**src/rtl/accum_host_driver_if.sv**
```systemverilog
// Signal bundle between the host driver, its stream source/sink and one accumulate kernel.
// master is the driver's view; slave is the environment (stream endpoints plus kernel).
interface accum_host_driver_if #(
  parameter int AW = 10,
  parameter int DW = 64
);
  logic          start;
  logic [AW-1:0] init_i;
  logic [DW-1:0] init_acc;
  logic          in_valid;
  logic          in_ready;
  logic [DW-1:0] in_data;
  logic          out_valid;
  logic          out_ready;
  logic [DW-1:0] out_data;
  logic          out_last;
  logic          busy;
  logic          done;
  logic          err;
  logic          kernel_result;
  logic          k_r_enable;
  logic [AW-1:0] k_init_i;
  logic [DW-1:0] k_init_acc;
  logic          k_controlArr;
  logic          k_w_enable;
  logic          k_result;
  logic          k_WEnable;
  logic [AW-1:0] k_Addr;
  logic [DW-1:0] k_WData;
  logic [DW-1:0] k_RData;

  modport master (
    input  start, init_i, init_acc, in_valid, in_data, out_ready,
           k_w_enable, k_result, k_RData,
    output in_ready, out_valid, out_data, out_last, busy, done, err, kernel_result,
           k_r_enable, k_init_i, k_init_acc, k_controlArr, k_WEnable, k_Addr, k_WData
  );

  modport slave (
    output start, init_i, init_acc, in_valid, in_data, out_ready,
           k_w_enable, k_result, k_RData,
    input  in_ready, out_valid, out_data, out_last, busy, done, err, kernel_result,
           k_r_enable, k_init_i, k_init_acc, k_controlArr, k_WEnable, k_Addr, k_WData
  );
endinterface

```
**src/rtl/accum_host_driver.sv**
```systemverilog
// Host driver: loads the kernel array through the back-door port, kicks the kernel,
// waits for completion (with timeout) and streams the array back through a 2-entry skid FIFO.
module accum_host_driver #(
  parameter int LEN     = 1000,
  parameter int AW      = 10,
  parameter int DW      = 64,
  parameter int TIMEOUT = 65535
) (
  input  logic               clk,
  input  logic               rst,
  accum_host_driver_if.master bus
);
  localparam int            CW   = $clog2(TIMEOUT + 1);
  localparam logic [AW-1:0] LAST = AW'(LEN - 1);

  typedef enum logic [2:0] {S_IDLE, S_LOAD, S_KICK, S_WAIT, S_READ} state_t;

  state_t        r_state;
  state_t        w_state_next;
  logic [AW-1:0] r_init_i;
  logic [DW-1:0] r_init_acc;
  logic [AW-1:0] r_wcnt;
  logic [AW-1:0] r_raddr;
  logic [AW-1:0] r_head_idx;
  logic [CW-1:0] r_wait_cnt;
  logic          r_err;
  logic          r_done;
  logic          r_kresult;
  logic          r_issue_done;
  logic          r_inflight;
  logic [DW-1:0] r_fifo [2];
  logic          r_wr_ptr;
  logic          r_rd_ptr;
  logic [1:0]    r_count;

  logic          w_load_fire;
  logic          w_pop;
  logic          w_last_pop;
  logic          w_issue;
  logic          w_timeout;
  logic [2:0]    w_occ;

  assign w_load_fire = (r_state == S_LOAD) && bus.in_valid;
  assign w_pop       = (r_count != 2'd0) && bus.out_ready;
  assign w_last_pop  = w_pop && (r_head_idx == LAST);
  // Occupancy after this cycle's pop plus the word already in flight; a new read
  // issued now lands two edges later, so this keeps the FIFO from overflowing.
  assign w_occ       = 3'(r_count) + 3'(r_inflight) - 3'(w_pop);
  assign w_issue     = (r_state == S_READ) && !r_issue_done && (w_occ < 3'd2);
  assign w_timeout   = (r_state == S_WAIT) && !bus.k_w_enable &&
                       (r_wait_cnt == CW'(TIMEOUT - 1));

  always_ff @(posedge clk) begin
    if (rst) r_state <= S_IDLE;
    else     r_state <= w_state_next;
  end

  always_comb begin
    w_state_next     = r_state;
    bus.in_ready     = 1'b0;
    bus.k_WEnable    = 1'b0;
    bus.k_r_enable   = 1'b0;
    bus.k_controlArr = 1'b1;
    bus.k_Addr       = r_wcnt;
    bus.busy         = (r_state != S_IDLE);
    case (r_state)
      S_IDLE: if (bus.start) w_state_next = S_LOAD;
      S_LOAD: begin
        bus.in_ready  = 1'b1;
        bus.k_WEnable = bus.in_valid;
        if (w_load_fire && (r_wcnt == LAST)) w_state_next = S_KICK;
      end
      S_KICK: begin
        bus.k_controlArr = 1'b0;
        bus.k_r_enable   = 1'b1;
        w_state_next     = S_WAIT;
      end
      S_WAIT: begin
        bus.k_controlArr = 1'b0;
        if (bus.k_w_enable) w_state_next = S_READ;
        else if (w_timeout) w_state_next = S_IDLE;
      end
      S_READ: begin
        bus.k_Addr = r_raddr;
        if (w_last_pop) w_state_next = S_IDLE;
      end
      default: w_state_next = S_IDLE;
    endcase
  end

  always_ff @(posedge clk) begin
    if (rst) begin
      r_init_i     <= '0;
      r_init_acc   <= '0;
      r_wcnt       <= '0;
      r_raddr      <= '0;
      r_head_idx   <= '0;
      r_wait_cnt   <= '0;
      r_err        <= 1'b0;
      r_done       <= 1'b0;
      r_kresult    <= 1'b0;
      r_issue_done <= 1'b0;
      r_inflight   <= 1'b0;
      r_wr_ptr     <= 1'b0;
      r_rd_ptr     <= 1'b0;
      r_count      <= 2'd0;
    end else begin
      r_done     <= 1'b0;
      r_inflight <= w_issue;
      case (r_state)
        S_IDLE: if (bus.start) begin
          r_init_i     <= bus.init_i;
          r_init_acc   <= bus.init_acc;
          r_err        <= 1'b0;
          r_wcnt       <= '0;
          r_raddr      <= '0;
          r_head_idx   <= '0;
          r_wait_cnt   <= '0;
          r_issue_done <= 1'b0;
        end
        S_LOAD: if (w_load_fire && (r_wcnt != LAST)) r_wcnt <= r_wcnt + 1'b1;
        S_WAIT: begin
          if (bus.k_w_enable) begin
            r_kresult <= bus.k_result;
          end else if (w_timeout) begin
            r_err  <= 1'b1;
            r_done <= 1'b1;
          end else begin
            r_wait_cnt <= r_wait_cnt + 1'b1;
          end
        end
        S_READ: begin
          if (w_issue) begin
            if (r_raddr == LAST) r_issue_done <= 1'b1;
            else                 r_raddr      <= r_raddr + 1'b1;
          end
          if (w_pop && !w_last_pop) r_head_idx <= r_head_idx + 1'b1;
          if (w_last_pop) r_done <= 1'b1;
        end
        default: ;
      endcase
      if (w_last_pop) begin
        r_count  <= 2'd0;
        r_wr_ptr <= 1'b0;
        r_rd_ptr <= 1'b0;
      end else begin
        if (r_inflight) r_wr_ptr <= ~r_wr_ptr;
        if (w_pop)      r_rd_ptr <= ~r_rd_ptr;
        r_count <= r_count + {1'b0, r_inflight} - {1'b0, w_pop};
      end
    end
  end

  // Skid storage holds data only; occupancy is tracked separately so no reset is needed.
  always_ff @(posedge clk) begin
    if (r_inflight) r_fifo[r_wr_ptr] <= bus.k_RData;
  end

  assign bus.out_valid     = (r_count != 2'd0);
  assign bus.out_data      = r_fifo[r_rd_ptr];
  assign bus.out_last      = (r_count != 2'd0) && (r_head_idx == LAST);
  assign bus.done          = r_done;
  assign bus.err           = r_err;
  assign bus.kernel_result = r_kresult;
  assign bus.k_init_i      = r_init_i;
  assign bus.k_init_acc    = r_init_acc;
  assign bus.k_WData       = bus.in_data;
endmodule

```
**src/flat_wrapper.sv**
```systemverilog
// flat-port wrapper written by rule: the top's interface ports become plain ports
module accum_host_driver_flat 
#(
  parameter int LEN     = 1000,
  parameter int AW      = 10,
  parameter int DW      = 64,
  parameter int TIMEOUT = 65535
)
  (clk, rst, bus_start, bus_init_i, bus_init_acc, bus_in_valid, bus_in_data, bus_out_ready, bus_k_w_enable, bus_k_result, bus_k_RData, bus_in_ready, bus_out_valid, bus_out_data, bus_out_last, bus_busy, bus_done, bus_err, bus_kernel_result, bus_k_r_enable, bus_k_init_i, bus_k_init_acc, bus_k_controlArr, bus_k_WEnable, bus_k_Addr, bus_k_WData);
  accum_host_driver_if #(.AW(AW), .DW(DW)) bus_i ();
  input  logic clk;
  input  logic rst;
  input wire logic [$bits(bus_i.start)-1:0] bus_start;
  input wire logic [$bits(bus_i.init_i)-1:0] bus_init_i;
  input wire logic [$bits(bus_i.init_acc)-1:0] bus_init_acc;
  input wire logic [$bits(bus_i.in_valid)-1:0] bus_in_valid;
  input wire logic [$bits(bus_i.in_data)-1:0] bus_in_data;
  input wire logic [$bits(bus_i.out_ready)-1:0] bus_out_ready;
  input wire logic [$bits(bus_i.k_w_enable)-1:0] bus_k_w_enable;
  input wire logic [$bits(bus_i.k_result)-1:0] bus_k_result;
  input wire logic [$bits(bus_i.k_RData)-1:0] bus_k_RData;
  output wire logic [$bits(bus_i.in_ready)-1:0] bus_in_ready;
  output wire logic [$bits(bus_i.out_valid)-1:0] bus_out_valid;
  output wire logic [$bits(bus_i.out_data)-1:0] bus_out_data;
  output wire logic [$bits(bus_i.out_last)-1:0] bus_out_last;
  output wire logic [$bits(bus_i.busy)-1:0] bus_busy;
  output wire logic [$bits(bus_i.done)-1:0] bus_done;
  output wire logic [$bits(bus_i.err)-1:0] bus_err;
  output wire logic [$bits(bus_i.kernel_result)-1:0] bus_kernel_result;
  output wire logic [$bits(bus_i.k_r_enable)-1:0] bus_k_r_enable;
  output wire logic [$bits(bus_i.k_init_i)-1:0] bus_k_init_i;
  output wire logic [$bits(bus_i.k_init_acc)-1:0] bus_k_init_acc;
  output wire logic [$bits(bus_i.k_controlArr)-1:0] bus_k_controlArr;
  output wire logic [$bits(bus_i.k_WEnable)-1:0] bus_k_WEnable;
  output wire logic [$bits(bus_i.k_Addr)-1:0] bus_k_Addr;
  output wire logic [$bits(bus_i.k_WData)-1:0] bus_k_WData;
  assign bus_i.start = bus_start;
  assign bus_i.init_i = bus_init_i;
  assign bus_i.init_acc = bus_init_acc;
  assign bus_i.in_valid = bus_in_valid;
  assign bus_i.in_data = bus_in_data;
  assign bus_i.out_ready = bus_out_ready;
  assign bus_i.k_w_enable = bus_k_w_enable;
  assign bus_i.k_result = bus_k_result;
  assign bus_i.k_RData = bus_k_RData;
  assign bus_in_ready = bus_i.in_ready;
  assign bus_out_valid = bus_i.out_valid;
  assign bus_out_data = bus_i.out_data;
  assign bus_out_last = bus_i.out_last;
  assign bus_busy = bus_i.busy;
  assign bus_done = bus_i.done;
  assign bus_err = bus_i.err;
  assign bus_kernel_result = bus_i.kernel_result;
  assign bus_k_r_enable = bus_i.k_r_enable;
  assign bus_k_init_i = bus_i.k_init_i;
  assign bus_k_init_acc = bus_i.k_init_acc;
  assign bus_k_controlArr = bus_i.k_controlArr;
  assign bus_k_WEnable = bus_i.k_WEnable;
  assign bus_k_Addr = bus_i.k_Addr;
  assign bus_k_WData = bus_i.k_WData;
  accum_host_driver #(.LEN(LEN), .AW(AW), .DW(DW), .TIMEOUT(TIMEOUT)) u_core (.clk(clk), .rst(rst), .bus(bus_i));
endmodule
```
**config.mk**
```make
export PLATFORM = sky130hd
export DESIGN_NAME = accum_host_driver_flat
export DESIGN_NICKNAME = d
export VERILOG_FILES = /design/src/rtl/accum_host_driver_if.sv /design/src/rtl/accum_host_driver.sv /design/src/flat_wrapper.sv
export SDC_FILE = /design/constraint.sdc
export NUM_CORES = 1
export LEC_CHECK = 0
export CAP_MARGIN = 10
export CORE_AREA = 2 2 169 171
export DETAILED_ROUTE_END_ITERATION = 12
export DIE_AREA = 0 0 171 173
export GPL_ROUTABILITY_DRIVEN = 0
export GPL_TIMING_DRIVEN = 0
export PLACE_DENSITY_LB_ADDON = 0.3
export SETUP_SLACK_MARGIN = 0.2
export SKIP_LAST_GASP = 1
export SLEW_MARGIN = 10
export SYNTH_ARGS = -nofsm -noshare
export SYNTH_HDL_FRONTEND = slang
export SYNTH_SLANG_ARGS = --single-unit
```
**constraint.sdc**
```tcl
create_clock -name clk -period 11.8 [get_ports clk]
set_clock_uncertainty 0.15 [all_clocks]
set_input_delay 2.36 -clock clk [delete_from_list [all_inputs] [get_ports clk]]
set_output_delay 2.36 -clock clk [all_outputs]
set_load 0.02 [all_outputs]
```
# Word level (Yosys, flattened, before mapping)

Memories as Yosys holds them, arrays and structs flattened. A register that Yosys moved wholly into a read port is not among the register bits.
Index checks and enable logic that the tools add are counted.

Register bits after elaboration: 132
Memory bits (writable): 128
Input bits: 209
Output and inout bits: 222
Word-level logic and storage cells: 117
Memories kept: 1

Add/sub/neg operators: 8
$lt $le $gt $ge: 1
Equal/unequal tests: 21
Multiplexer cells: 38
Bitwise operators: 2
Reduce and logical (&&, ||, !) cells: 31

Memories:

| memory        | depth | width | read ports | clocked after Yosys merged registers in | wr ports | line                    | RTL |
|---|---|---|---|---|---|---|---|
| u_core.r_fifo | 2     | 64    | 1          | 1                                       | 1        | accum_host_driver.sv:31 | `logic [DW-1:0] r_fifo [2];` |

Operators by type and width:

| operator                                                                | count |
|---|---|
| 10-bit 2-to-1 mux                                                       | 6 |
| 10-bit case mux with 2 select lines                                     | 3 |
| 16-bit 2-to-1 mux                                                       | 3 |
| 16-bit case mux with 2 select lines                                     | 1 |
| 10-bit by 1-bit adder with 10-bit output, second input constant         | 3 |
| 10-bit == test, second input constant                                   | 3 |
| 4-bit AND reduction                                                     | 5 |
| 16-bit by 1-bit adder with 16-bit output, second input constant         | 1 |
| 16-bit == test, second input constant                                   | 1 |
| 1-bit 2-to-1 mux                                                        | 16 |
| 2-bit inequality test, second input constant                            | 8 |
| 3-bit 2-to-1 mux                                                        | 5 |
| 3-bit case mux with 5 select lines                                      | 1 |
| 1-bit logical AND                                                       | 11 |
| 10-bit inequality test, second input constant                           | 1 |
| 2-bit nonzero test                                                      | 4 |
| 3-bit by 2-bit == test with 1-bit output, second input constant         | 2 |
| 2-bit by 1-bit inequality test with 1-bit output, second input constant | 3 |
| 1-bit case mux with 2 select lines                                      | 3 |
| 3-bit AND reduction                                                     | 2 |
| 2-bit AND reduction                                                     | 2 |
| 2-bit OR reduction                                                      | 2 |
| 2-bit by 1-bit adder with 3-bit output                                  | 1 |
| 3-bit by 1-bit == test with 1-bit output, second input constant         | 1 |
| other kinds (10)                                                        | 13 |

# Logic depth before layout (Yosys ltp)

Gate-level depths: netlist of the first run.

Word-level depth: 7
Mapped depth: 12
Mapped depth without buffers: 12

# Worst setup path before layout of the first run

Ideal clock, no wire load.

Path type: input -> output
From: input port bus_in_valid
To: output port bus_k_WEnable
Arrival time: 2.736 ns
Required time: 9.290 ns
Setup slack: 6.554 ns
Stages on the path: 2
Buffers on the path: 0
Path through: nand4bb_1 inv_1

Word-level cells in the longest chain between the ends: 1

Ends and longest elaborated chain:

| item               | line                    | RTL |
|---|---|---|
| start: declaration | flat_wrapper.sv:16      | `input wire logic [$bits(bus_i.in_valid)-1:0] bus_in_valid;` |
| 1-bit 2-to-1 mux   | accum_host_driver.sv:66 | `case (r_state)` |
| end: declaration   | flat_wrapper.sv:34      | `output wire logic [$bits(bus_i.k_WEnable)-1:0] bus_k_WEnable;` |

Every way passes these cells.

# Worst setup path in the final report of the first run

Ends and elaborated chain as after synthesis.

==> reports/results.ini, run 1 <==
[logic_synthesis]
synth_common_cells=215 x nand2_1, 133 x dfxtp_1, 128 x edfxtp_1
yosysTopAreaCellShare_pct=35.4
synthDistinctLibCells=67
syn_nets=1216
ys_top_cells_by_area=edfxtp_1 35%, dfxtp_1 25%, nand2_1 7.4%, mux2_2 6.8%, a21oi_1 4.7%
synth_flop_cell=dfxtp_1
yosys_warnings=0
syn_area_um2=10800
synth_area_per_cell_um2=10.9
synth_top_area_cell=edfxtp_1
synth.most_common_cell=nand2_1
async_flop_share_pct=0
ys_seq_area_share_pct=60.0
syn_inst=999
ys_seq_elements=261
synth-edff-count=128

[sta]
hold_ws_ns=0.303
fin_crit_ns=6.39
rsz0062_at_grt=false
worst_pin_slew_ns=0.990
drv_slew=0
hold_violations=0
fmax_mhz=156
tns_ns=0
maxSlewHeadroom_pct=33.4
period_share_pct=54.2
setup_viol=0

[setup_path]
crit_arrival_ns=3.88
cp_top_family=buffers and inverters
cpPeakStageDelay_ns=0.63
critical_path.max_fanout=5
cp-end-kind=output port
cp_data_required_time_ns=9.29
rrSetupSlack_ns=8.46
cp_cell_sequence=clkdlybuf4s50_1 -> nand4bb_1 -> inv_1 -> clkdlybuf4s50_1
critPathLaunchType=primary input
critPathSlowestCell=clkdlybuf4s50_1
r2r_end=u_core.r_raddr[7]
path_buf_inv=3
critPathKind=primary input to output port
r2r_cells=11
r2r_start=u_core.r_count[1]
cpMostUsedCell=clkdlybuf4s50_1

[cts]
cts_tree=yes
clk_pin_slew_worst_paths_ns=0.06
post_cts_buffers=0
root_buffer=clkbuf_16
cts_htree_levels=1
hold_buffers=0
cts-resized-gates=0
insertion_delay_ns=0.54
cts_made_buffers=28
clockBufferDepth=3
cts.sinks=261

[cells_and_area]
antenna_cells_inserted=0
fin_cells=1798
nets=1615
drive_gt1_share_pct=14.0
area_growth_pct=48.1

[floorplan]
die_h_um=173
start_util_pct=39.2
fp.dieW_um=171
fp-row-count=61
ios=431
core_area_um2=27600
die-area_um2=29600

[power_and_ir_drop]
p_leak_nw=5.66
ir_drop_v=0.000178
p_total_mw=2.91
power.density_nw_per_um2=181

[route]
wl_um=30600
via_per_inst=4.91
drtAntennaViolNets=0
drtIter0Drc=512
drc_errors=0
avgRoutedWirePerCell_um=17.0
num_vias=8832
first_pass_iters=5

[global_routing]
grt_pass1_wl_um=46500
grt_pass1_vias=8644
antenna_found_initial=0
grt_max_degree=45
overflow=0
grt.total_usage_pct=19.7

[placed_design]
place_hpwl_um=22700
dp_cells=1746
portBuffers=366

[min_path]
hold_class=flop to flop
worstHoldPathCells=2
hold_start=u_core.bus.k_init_acc[62]
min_to=u_core.bus.k_init_acc[62]

[status]
status=finished clean

[job]
drv_cap=0

==> final cells by class <==
| type | instances | area [um^2] |
|---|---|---|
| buffer | 117 | 696 |
| clock buffer | 35 | 788 |
| clock inverter | 17 | 208 |
| fill | 2346 | 11600 |
| inverter | 14 | 52.6 |
| multi-input combinational | 607 | 3600 |
| sequential | 261 | 6510 |
| tap | 378 | 473 |
| timing repair buffer | 369 | 3740 |
==> where the power goes <==
part | internal (mW) | switching (mW)
combinational | 0.417 | 0.508
clock | 0.579 | 0.354
sequential | 1.01 | 0.0351
==> worst max path at each step <==
stage / from / to / slack (ns) / cells past startpoint
floorplan: bus_in_valid / bus_k_WEnable / 6.55 / 2
global placement: bus_in_valid / bus_k_WEnable / 5.41 / 4
detailed placement: bus_in_valid / bus_k_WEnable / 5.41 / 4
CTS: bus_in_valid / bus_k_WEnable / 5.40 / 4
global route: bus_in_valid / bus_k_WEnable / 5.36 / 4
finish: bus_in_valid / bus_k_WEnable / 5.41 / 4
==> logic make-up after synthesis <==
family,share of synthesized area (%)
AO/OA/AOI/OAI,9.38
AND/OR/NAND/NOR,15.0
adder cells (fa/ha/maj),0.992
XOR/XNOR,0.646
buffers and inverters,6.90
multiplexers,7.12
flip-flops,60.0
==> sequential cells by signal, indices dropped and copies added (netlist names), named ones only <==
| name | count |
|---|---|
| u_core.r_fifo | 128 |
| u_core.bus.k_init_acc | 64 |
| u_core.r_wait_cnt | 16 |
| u_core.bus.k_init_i | 10 |
| u_core.r_head_idx | 10 |
| u_core.r_raddr | 10 |
| u_core.r_wcnt | 10 |
| u_core.r_state | 3 |
| u_core.r_count | 2 |
| u_core.bus.done | 1 |
| u_core.bus.err | 1 |
| u_core.bus.kernel_result | 1 |
| u_core.r_inflight | 1 |
| u_core.r_issue_done | 1 |
| u_core.r_rd_ptr | 1 |
| u_core.r_wr_ptr | 1 |
==> worst reg2reg max path, stage by stage (launching register included) <==
cell     delay [ns]
dfxtp_1        0.33
or2_2          0.30
nand2_1        0.13
inv_1          0.14
ha_1           0.30
inv_1          0.04
ha_1           0.18
fa_1           0.51
o41ai_1        0.62
nand3_1        0.16
mux2_2         0.31
o41ai_1        0.06
==> routing by layer <==
layer | global-route usage (%) | share of wire, % | wire length [um]
met4 | 5.65 | 2.6 | 802
met3 | 6.07 | 9.4 | 2880
met2 | 33.0 | 48 | 14500
met1 | 24.2 | 40 | 12300
met5 | 0 | 0 | 0
==> layout by cell type (no fill, tap or decap), types with 4 or more instances in the layout <==
cell type | netlist | routed
nand4_1 | 10 | 10
edfxtp_1 | 128 | 128
a311oi_1 | 12 | 12
clkbuf_8 | 0 | 4
buf_4 | 65 | 65
and3_1 | 7 | 7
a21oi_1 | 102 | 102
or3_1 | 6 | 6
a211oi_1 | 6 | 6
nand2b_1 | 5 | 5
clkbuf_16 | 0 | 29
o21ai_0 | 13 | 13
nand3_1 | 25 | 25
clkdlybuf4s50_1 | 0 | 366
clkinv_2 | 0 | 7
xnor2_1 | 6 | 6
dfxtp_1 | 133 | 133
a41oi_1 | 8 | 8
bufinv_16 | 0 | 5
mux2i_1 | 4 | 4
nor3b_1 | 5 | 5
nand2_1 | 215 | 215
nor3_1 | 14 | 14
mux2_2 | 65 | 65
clkinv_1 | 1 | 5
nor2_1 | 31 | 30
ha_1 | 7 | 7
inv_1 | 13 | 13
clkbuf_1 | 44 | 46
a31oi_1 | 6 | 6
==> through the flow <==
stage / instance area [um^2] / util (%) / setup WS, ns
after floorplan: 10800 / - / 6.55
after global placement: 15000 / 54.2 / 5.41
after detailed placement: 15100 / 54.5 / 5.41
after CTS: 16100 / 58.1 / 5.40
after global routing: 16100 / 58.1 / 5.36
final: 16100 / 58.1 / 5.41
Note: power is estimated with default switching activity, not from simulation.
==> inputs of run 2 (changes only) <==
- CORE_AREA: 2 2 169 171 -> 2 2 165 167
- DIE_AREA: 0 0 171 173 -> 0 0 167 169
- clock period: 11.8 -> 6.1 ns (I/O delays scaled with it)
==> run 2 against run 1 <==
  * Setup slack got worse by 3.6 ns
  * Sequential share of layout area rose by 0.23 points
  * Cell count down 2.2%
  * Register-to-register slack got worse by 5.7 ns
  * Non-clock buffer count unchanged
  * Global-route usage grew 0.83 points
  * Via count hardly changed
  * Die area down 4.6%
  * Critical endpoint is now bus_k_Addr[8]
  * Largest power group unchanged
==> reports/results.ini, run 2 (synthesis gave the netlist of run 1 again) <==
[cts]
hold_buffers=0
post_cts_buffers=0
clk_pin_slew_worst_paths_ns=0.06
clockBufferDepth=3
cts.sinks=261
cts_made_buffers=28
cts_tree=yes
cts_htree_levels=1
cts-resized-gates=0
insertion_delay_ns=0.53
root_buffer=clkbuf_16

[setup_path]
rrSetupSlack_ns=2.72
cp_cell_sequence=clkbuf_1 -> nor3b_2 -> clkbuf_1 -> nand2_1 -> nand2_1 -> clkdlybuf4s50_1
cp-end-kind=output port
path_buf_inv=3
cp_data_required_time_ns=4.73
critPathLaunchType=flop
cp_top_family=buffers and inverters
critPathKind=flop to output port
cpPeakStageDelay_ns=0.65
critPathSlowestCell=nor3b_2
r2r_end=u_core.r_raddr[7]
r2r_cells=11
critical_path.max_fanout=10
crit_arrival_ns=2.95
r2r_start=u_core.r_count[1]

[cells_and_area]
regArea_um2=6510
antenna_cells_inserted=0
fill_cells=2166
multi_input_comb_area_um2=3600
drive_gt1_share_pct=14.0
area_growth_pct=47.3
top_register=u_core.r_fifo
final_area_um2=16000
nets=1615
final_cell_mix=366 x clkdlybuf4s50_1, 215 x nand2_1, 133 x dfxtp_1
layout_commonest_cell=clkdlybuf4s50_1
largest_reg_flops=128

[floorplan]
ios=431
fp.dieW_um=167
core_area_um2=26500
fp-row-count=60
die_h_um=169
die-area_um2=28200
start_util_pct=40.9

[power_and_ir_drop]
p_leak_nw=5.63
p_total_mw=5.56
power.density_nw_per_um2=348
ir_drop_v=0.000313

[global_routing]
antenna_found_initial=0
grt_max_degree=60
overflow=0
grt_pass1_wl_um=46700
grt_pass1_vias=8554
grt.total_usage_pct=20.5

[status]
status=finished clean

[sta]
period_share_pct=70.9
fin_crit_ns=4.32
worst_slack_ns=1.78
worst_pin_slew_ns=1.20
hold_violations=0
maxSlewHeadroom_pct=19.4
fmax_mhz=231
drv_slew=0
tns_ns=0
setup_viol=0
rsz0062_at_grt=false

[placed_design]
dpl-instance-area_um2=15000
dp_slack_ns=1.78
portBuffers=366
place_hpwl_um=22300

[route]
avgRoutedWirePerCell_um=17.3
drc_errors=0
drtIter0Drc=534
via_per_inst=5.02
first_pass_iters=5
drtAntennaViolNets=0
wl_um=30400
num_vias=8824

[job]
drv_cap=0

[min_path]
min_to=u_core.bus.k_init_acc[16]
hold_start=u_core.bus.k_init_acc[16]
worstHoldPathCells=2
hold_class=flop to flop

[run 2: cell count changes in the layout (fill, tap and decap cells not counted)]
cell and delta:
clkinvlp_4 +3, clkbuf_8 -1, clkinv_2 -2, buf_16 -1
buf_12 +1, clkinv_1 -1, bufinv_16 -1
[run 2: worst reg2reg max path, delay by kind of cell (launching register included)]
kind,cells,cell delay (ns)
buffers and inverters,2,0.17
muxes,1,0.31
and+or+nand+nor,3,0.62
adders and majority gates,3,0.99
AOI/OAI and AO/OA,2,0.71
DFF,1,0.33
[run 2: how the worst max path moves through the flow]
stage	from	to	slack, ns	depth (start not counted)
6_report	u_core.r_state[1]	bus_k_Addr[8]	1.78	6
5_1_grt	u_core.r_state[1]	bus_k_Addr[0]	1.64	6
4_1_cts	flop	bus_out_data[5]	1.71	4
3_5_place_dp	bus_out_ready	u_core.r_raddr[7]	1.78	11
3_3_place_gp	u_core.r_inflight	u_core.r_fifo[0][35]	0.81	2
2_1_floorplan	u_core.r_inflight	u_core.r_fifo[0][0]	2.38	2
[run 2: cell type report]
cell class / instances / share of cell area (%)
Multi-Input combinational cell: 607 / 22.5
Inverter: 14 / 0.329
Tap cell: 341 / 2.67
Clock inverter: 16 / 1.17
Buffer: 117 / 4.36
Timing Repair Buffer: 369 / 23.4
Clock buffer: 34 / 4.85
Sequential cell: 261 / 40.7
[run 2: metrics by stage]
step	util (%)	hold WS, ns	std cells
2_1_floorplan	-	0.284	999
3_3_place_gp	56.4	0.291	1706
3_5_place_dp	56.6	0.296	1709
4_1_cts	60.3	0.304	1759
5_1_grt	60.3	0.320	1759
6_report	60.3	0.302	1759
[run 2: routing by layer]
layer | share of wire [%] | up-vias | GRT usage, %
met5 | 0 | - | 0
met4 | 2.2 | 0 | 4.76
met3 | 8.0 | 46 | 5.26
met2 | 48 | 341 | 35.1
met1 | 41 | 4137 | 26.1
li1 | - | 4300 | -
[run 2: power breakdown]
group | switching, mW | total [mW] | leakage (nW) | internal (mW)
Sequential | 0.0676 | 2.03 | 2.23 | 1.96
Combinational | 0.978 | 1.79 | 2.93 | 0.807
Clock | 0.685 | 1.75 | 0.463 | 1.07
==> patch 1, RTL diff (flow settings as in run 2) <==
`TIMEOUT` is set to 65535 in 2 places; all go to 32767.
--- a/src/rtl/accum_host_driver.sv
+++ b/src/rtl/accum_host_driver.sv
@@ -4,7 +4,7 @@
   parameter int LEN     = 1000,
   parameter int AW      = 10,
   parameter int DW      = 64,
-  parameter int TIMEOUT = 65535
+  parameter int TIMEOUT = 32767
 ) (
   input  logic               clk,
   input  logic               rst,
--- a/src/flat_wrapper.sv
+++ b/src/flat_wrapper.sv
@@ -4,7 +4,7 @@
   parameter int LEN     = 1000,
   parameter int AW      = 10,
   parameter int DW      = 64,
-  parameter int TIMEOUT = 65535
+  parameter int TIMEOUT = 32767
 )
   (clk, rst, bus_start, bus_init_i, bus_init_acc, bus_in_valid, bus_in_data, bus_out_ready, bus_k_w_enable, bus_k_result, bus_k_RData, bus_in_ready, bus_out_valid, bus_out_data, bus_out_last, bus_busy, bus_done, bus_err, bus_kernel_result, bus_k_r_enable, bus_k_init_i, bus_k_init_acc, bus_k_controlArr, bus_k_WEnable, bus_k_Addr, bus_k_WData);
   accum_host_driver_if #(.AW(AW), .DW(DW)) bus_i ();
Check against the original RTL: no difference found for any inputs over 4 cycles, from zero or initial values and one cycle with rst high; that may be too few to reach the edited logic, so the function may still have changed.
==> patch 1 against run 2 <==
Clock power fell by 6%; power fell by 7.1%; synthesized area fell by 1.4%; sequential cell count fell by 1; worst setup slack got worse by 160 ps; worst hold slack barely moved; final area fell by 1.2%; wire length rose by 2.3%; largest power group unchanged.
==> patch 1: results (changes against run 2) <==
Crit path arrival time: 3120 ps (+170 ps)
Total GRT Usage: 20.8% (+0.28 points)
Layout filler cell count: 2220 (+2.5%)
CTS resizes: 0 (unchanged)
IO Port Bufs: 365 (-0.27%)
Synth warn: 0 (unchanged)
Placed cell areas: 0.0149 mm^2 (-1.0%)
Syn nets: 1210 (-0.49%)
Slew HR: 36.1% (+17 points)
Via density: 5.01 (about the same)
Worst Hold Class: flop to flop
Largest register FFs: 128 (unchanged)
Slowest library cell on the worst path: clkdlybuf4s50_1
Post-synthesis async set-or-reset flop share: 0% (unchanged)
CTS Buf Count: 29 (+3.6%)
Hpwl dp: 22900 um (+2.5%)
First-pass GRT wire length: 47100 um (+0.84%)
Dpl cells: 1702 (-0.41%)
Reg clk slew, reported paths: 60 ps (about the same)
Place WS: 1400 ps (-384 ps)
Leak Pwr: 5.60 nW (-0.58%)
Crit-path max FO: 10 (unchanged)
Final std cells w/o fill: 1759 (unchanged)
Number of global-route vias before repair: 8522 (-0.37%)
Post-CTS Setup Bufs: 0 (unchanged)
Mean Syn Cell Area: 10.8 um^2 (-0.78%)
# H-tree levels: 1 (unchanged)
Clock Latency Late Sink: 530 ps (about the same)
Ys flop type: dfxtp_1
Yosys cell types: 59 (-12%)
Worst VDD drop: 328 uV (+5.0%)
Top post-synthesis cells by area: edfxtp_1, dfxtp_1, nand2_1, mux2_2, a21oi_1
DR pass1 iterations: 8 (+3)
Status: complete, no violations
Starting DRC count in detailed routing: 644 (+21%)
Clock Tree Buf Depth: 3 (unchanged)
Number of synthesized flops with an enable pin: 128 (unchanged)
Most flop-heavy register: u_core.r_fifo
Top cells by count, synth: nand2_1, dfxtp_1, edfxtp_1, a21oi_1
Fin nets: 1609 (-0.37%)
Root buffer cell: clkbuf_16
Drt wl/cell: 17.7 um (+2.3%)
Pin count of the biggest net entering global routing: 59 (-1.7%)
Crit-path max cell delay: 620 ps (-30 ps)
Initial antenna violation count: 3 (+3)
Layout cells sized above 1: 13.4% (-0.54 points)
Sequential-to-total area share from yosys stat: 60.7% (+0.65 points)
## patch 1: cell count changes in the layout (fill, tap and decap cells not counted), moves of 4 or more
cell        before  now
bufinv_16        4    0
clkinvlp_4       4    0
a311oi_1        12    0
nor2_1          30   43
clkbuf_8         3    8
a21oi_1        102  115
clkbuf_1        46   56
o21ai_0         13   22
a41oi_1          8    4
clkinv_1         4    0
nand3_1         25   10
## patch 1: kinds of logic (layout without fill, tap and decap cells)
kind of cell             Yosys count  after routing  share of synthesized area, %
AND/OR/NAND/NOR                  349            349                          14.7
flip-flops                       260            260                          60.7
AO/OA/AOI/OAI                    177            177                          9.35
buffers and inverters            125            547                          6.66
multiplexers                      68             68                          7.11
adder cells (fa/ha/maj)            8              8                          1.01
XOR/XNOR                           6              6                         0.491
other                              0              3                             0
## patch 1: routing by layer
| layer | track usage, % | vias to the layer above | share of wire, % |
|---|---|---|---|
| li1 | - | 4247 | - |
| met1 | 27.0 | 4172 | 42 |
| met2 | 35.2 | 361 | 48 |
| met3 | 5.21 | 41 | 8.1 |
| met4 | 4.35 | 0 | 1.6 |
| met5 | 0 | - | 0 |
## patch 1: final timing paths
kind | slack, ps | depth (start not counted) | end | start
max | 1610 | 7 | bus_k_Addr[9] | u_core.r_state[2]
min | 300 | 2 | u_core.bus.k_init_i[6] | u_core.bus.k_init_i[6]
max reg2reg | 2520 | 11 | u_core.r_raddr[3] | u_core.r_count[1]
min reg2reg | 300 | 2 | u_core.bus.k_init_i[6] | u_core.bus.k_init_i[6]
## patch 1: critical path, delay by kind of cell (launching register included)
family,cells,cell delay [ps]
buffers and inverters,4,1700
AND/OR/NAND/NOR,3,510
flip-flops,1,380
## patch 1: layout make-up
cell class              count  area [um^2]  share of cell area [%]
inverters                  13         48.8                   0.309
clock buffers              49          881                    5.58
multi-input cells         608         3510                    22.2
repair buffers            368         3730                    23.6
diodes                      3         7.51                  0.0476
plain buffers             112          663                    4.20
well taps                 341          427                    2.70
clock inverters             5         32.5                   0.206
flip-flops and latches    260         6490                    41.1
## patch 1: power by group
part	internal, mW	leakage (nW)	total, mW	switching, mW
logic	0.669	2.92	1.51	0.839
registers	1.95	2.22	2.01	0.0655
clock network	0.976	0.449	1.65	0.671
total	3.59	5.60	5.17	1.58
## patch 1: through the flow
stage	hold WS (ps)	power, mW
after CTS	304	5.22
after detailed placement	296	3.55
final	301	5.17
after global routing	321	5.40
after global placement	291	3.54
after floorplan	286	2.86
==> patch 2, RTL diff (config.mk and constraints of run 2) <==
Made on the original files. Make the reset (`rst`) asynchronous in 2 clocked blocks.
--- a/src/rtl/accum_host_driver.sv
+++ b/src/rtl/accum_host_driver.sv
@@ -50,7 +50,7 @@
   assign w_timeout   = (r_state == S_WAIT) && !bus.k_w_enable &&
                        (r_wait_cnt == CW'(TIMEOUT - 1));
 
-  always_ff @(posedge clk) begin
+  always_ff @(posedge clk or posedge rst) begin
     if (rst) r_state <= S_IDLE;
     else     r_state <= w_state_next;
   end
@@ -88,7 +88,7 @@
     endcase
   end
 
-  always_ff @(posedge clk) begin
+  always_ff @(posedge clk or posedge rst) begin
     if (rst) begin
       r_init_i     <= '0;
       r_init_acc   <= '0;
Check against the original RTL: differs if rst is asserted again (counterexample within 4 cycles, from zero or initial values and one cycle with rst high); with rst held inactive, the same outputs for 4 cycles.
==> patch 2 against run 2 <==
First-iteration DRC count grew 16%; wire length shrank 0.79%; sequential cell count fell by 1; power rose by 16%; final area rose by 3.5%; global-route usage up 0.21 points; via count grew 1.0%; die area stayed put; synthesized area is 4.6% higher; worst setup slack worse by 550 ps; non-clock buffer count decreased by 4; combinational power is 30% higher; worst hold slack improved by 21 ps; highest routed layer unchanged.
==> patch 2: results (changes against run 2) <==
Flop pwr share: 36.2% (-0.2 points)
Sequential-to-total area share from yosys stat: 63.0% (+3.0 points)
Via density: 5.10 (+1.8%)
Syn nets: 1201 (-1.2%)
Hold slack: 322 ps (+20.7 ps)
Critical Path Start: u_core.r_state[2]
Starting DRC count in detailed routing: 622 (+16%)
Drt wl/cell: 17.3 um (about the same)
Status: complete, no violations
Leak Pwr: 6.66 nW (+18%)
Place WS: 1480 ps (-299 ps)
Layout cells sized above 1: 13.2% (-0.72 points)
Initial antenna violation count: 1 (+1)
Pin count of the biggest net entering global routing: 72 (+20%)
Mean Syn Cell Area: 11.5 um^2 (+6.2%)
Top post-synthesis cells by area: edfxtp_1, dfrtp_1, nand2_1, mux2_2, buf_4
Vias: 8913 (+1.0%)
Fin nets: 1602 (-0.80%)
Post-synthesis compound-gate area fraction: 6.49% (-2.9 points)
Total GRT Usage: 20.7% (+0.21 points)
First-pass GRT wire length: 47400 um (+1.6%)
Worst r2r path cells: 12 (+1)
Worst VDD drop: 328 uV (+5.1%)
Dpl cells: 1695 (-0.82%)
CP endpoint: bus_k_Addr[2]
Worst R2R End: u_core.r_raddr[9]
Yosys cell types: 59 (-12%)
## patch 2: kinds of logic (layout without fill, tap and decap cells)
| family | Yosys count | count (layout) |
|---|---|---|
| simple gates | 402 | 402 |
| mux | 70 | 70 |
| other cells | 0 | 1 |
| fa+ha+maj | 8 | 8 |
| buf+inv | 131 | 551 |
| compound gates | 111 | 111 |
| flops | 260 | 260 |
| xor+xnor | 2 | 2 |
## patch 2: layer usage
metal  vias up  track usage (%)  share of wire (%)
li1       4200                -                  -
met1      4292             26.1                 39
met2       383             34.9                 49
met3        38             6.03                9.2
met4         0             5.70                2.1
met5         -                0                  0
## patch 2: cell type report
cell class	count	area share (%)
Inverter	19	0.462
Buffer	112	4.09
Multi-Input combinational cell	593	20.9
Clock buffer	33	4.48
Antenna cell	1	0.0151
Timing Repair Buffer	370	22.8
Sequential cell	260	43.2
Clock inverter	17	1.45
Tap cell	341	2.58
## patch 2: tightest hold or removal path, stage by stage (launching register included)
cell and delay (ps):
dfrtp_1 340, nand2_1 50, nand2_1 60
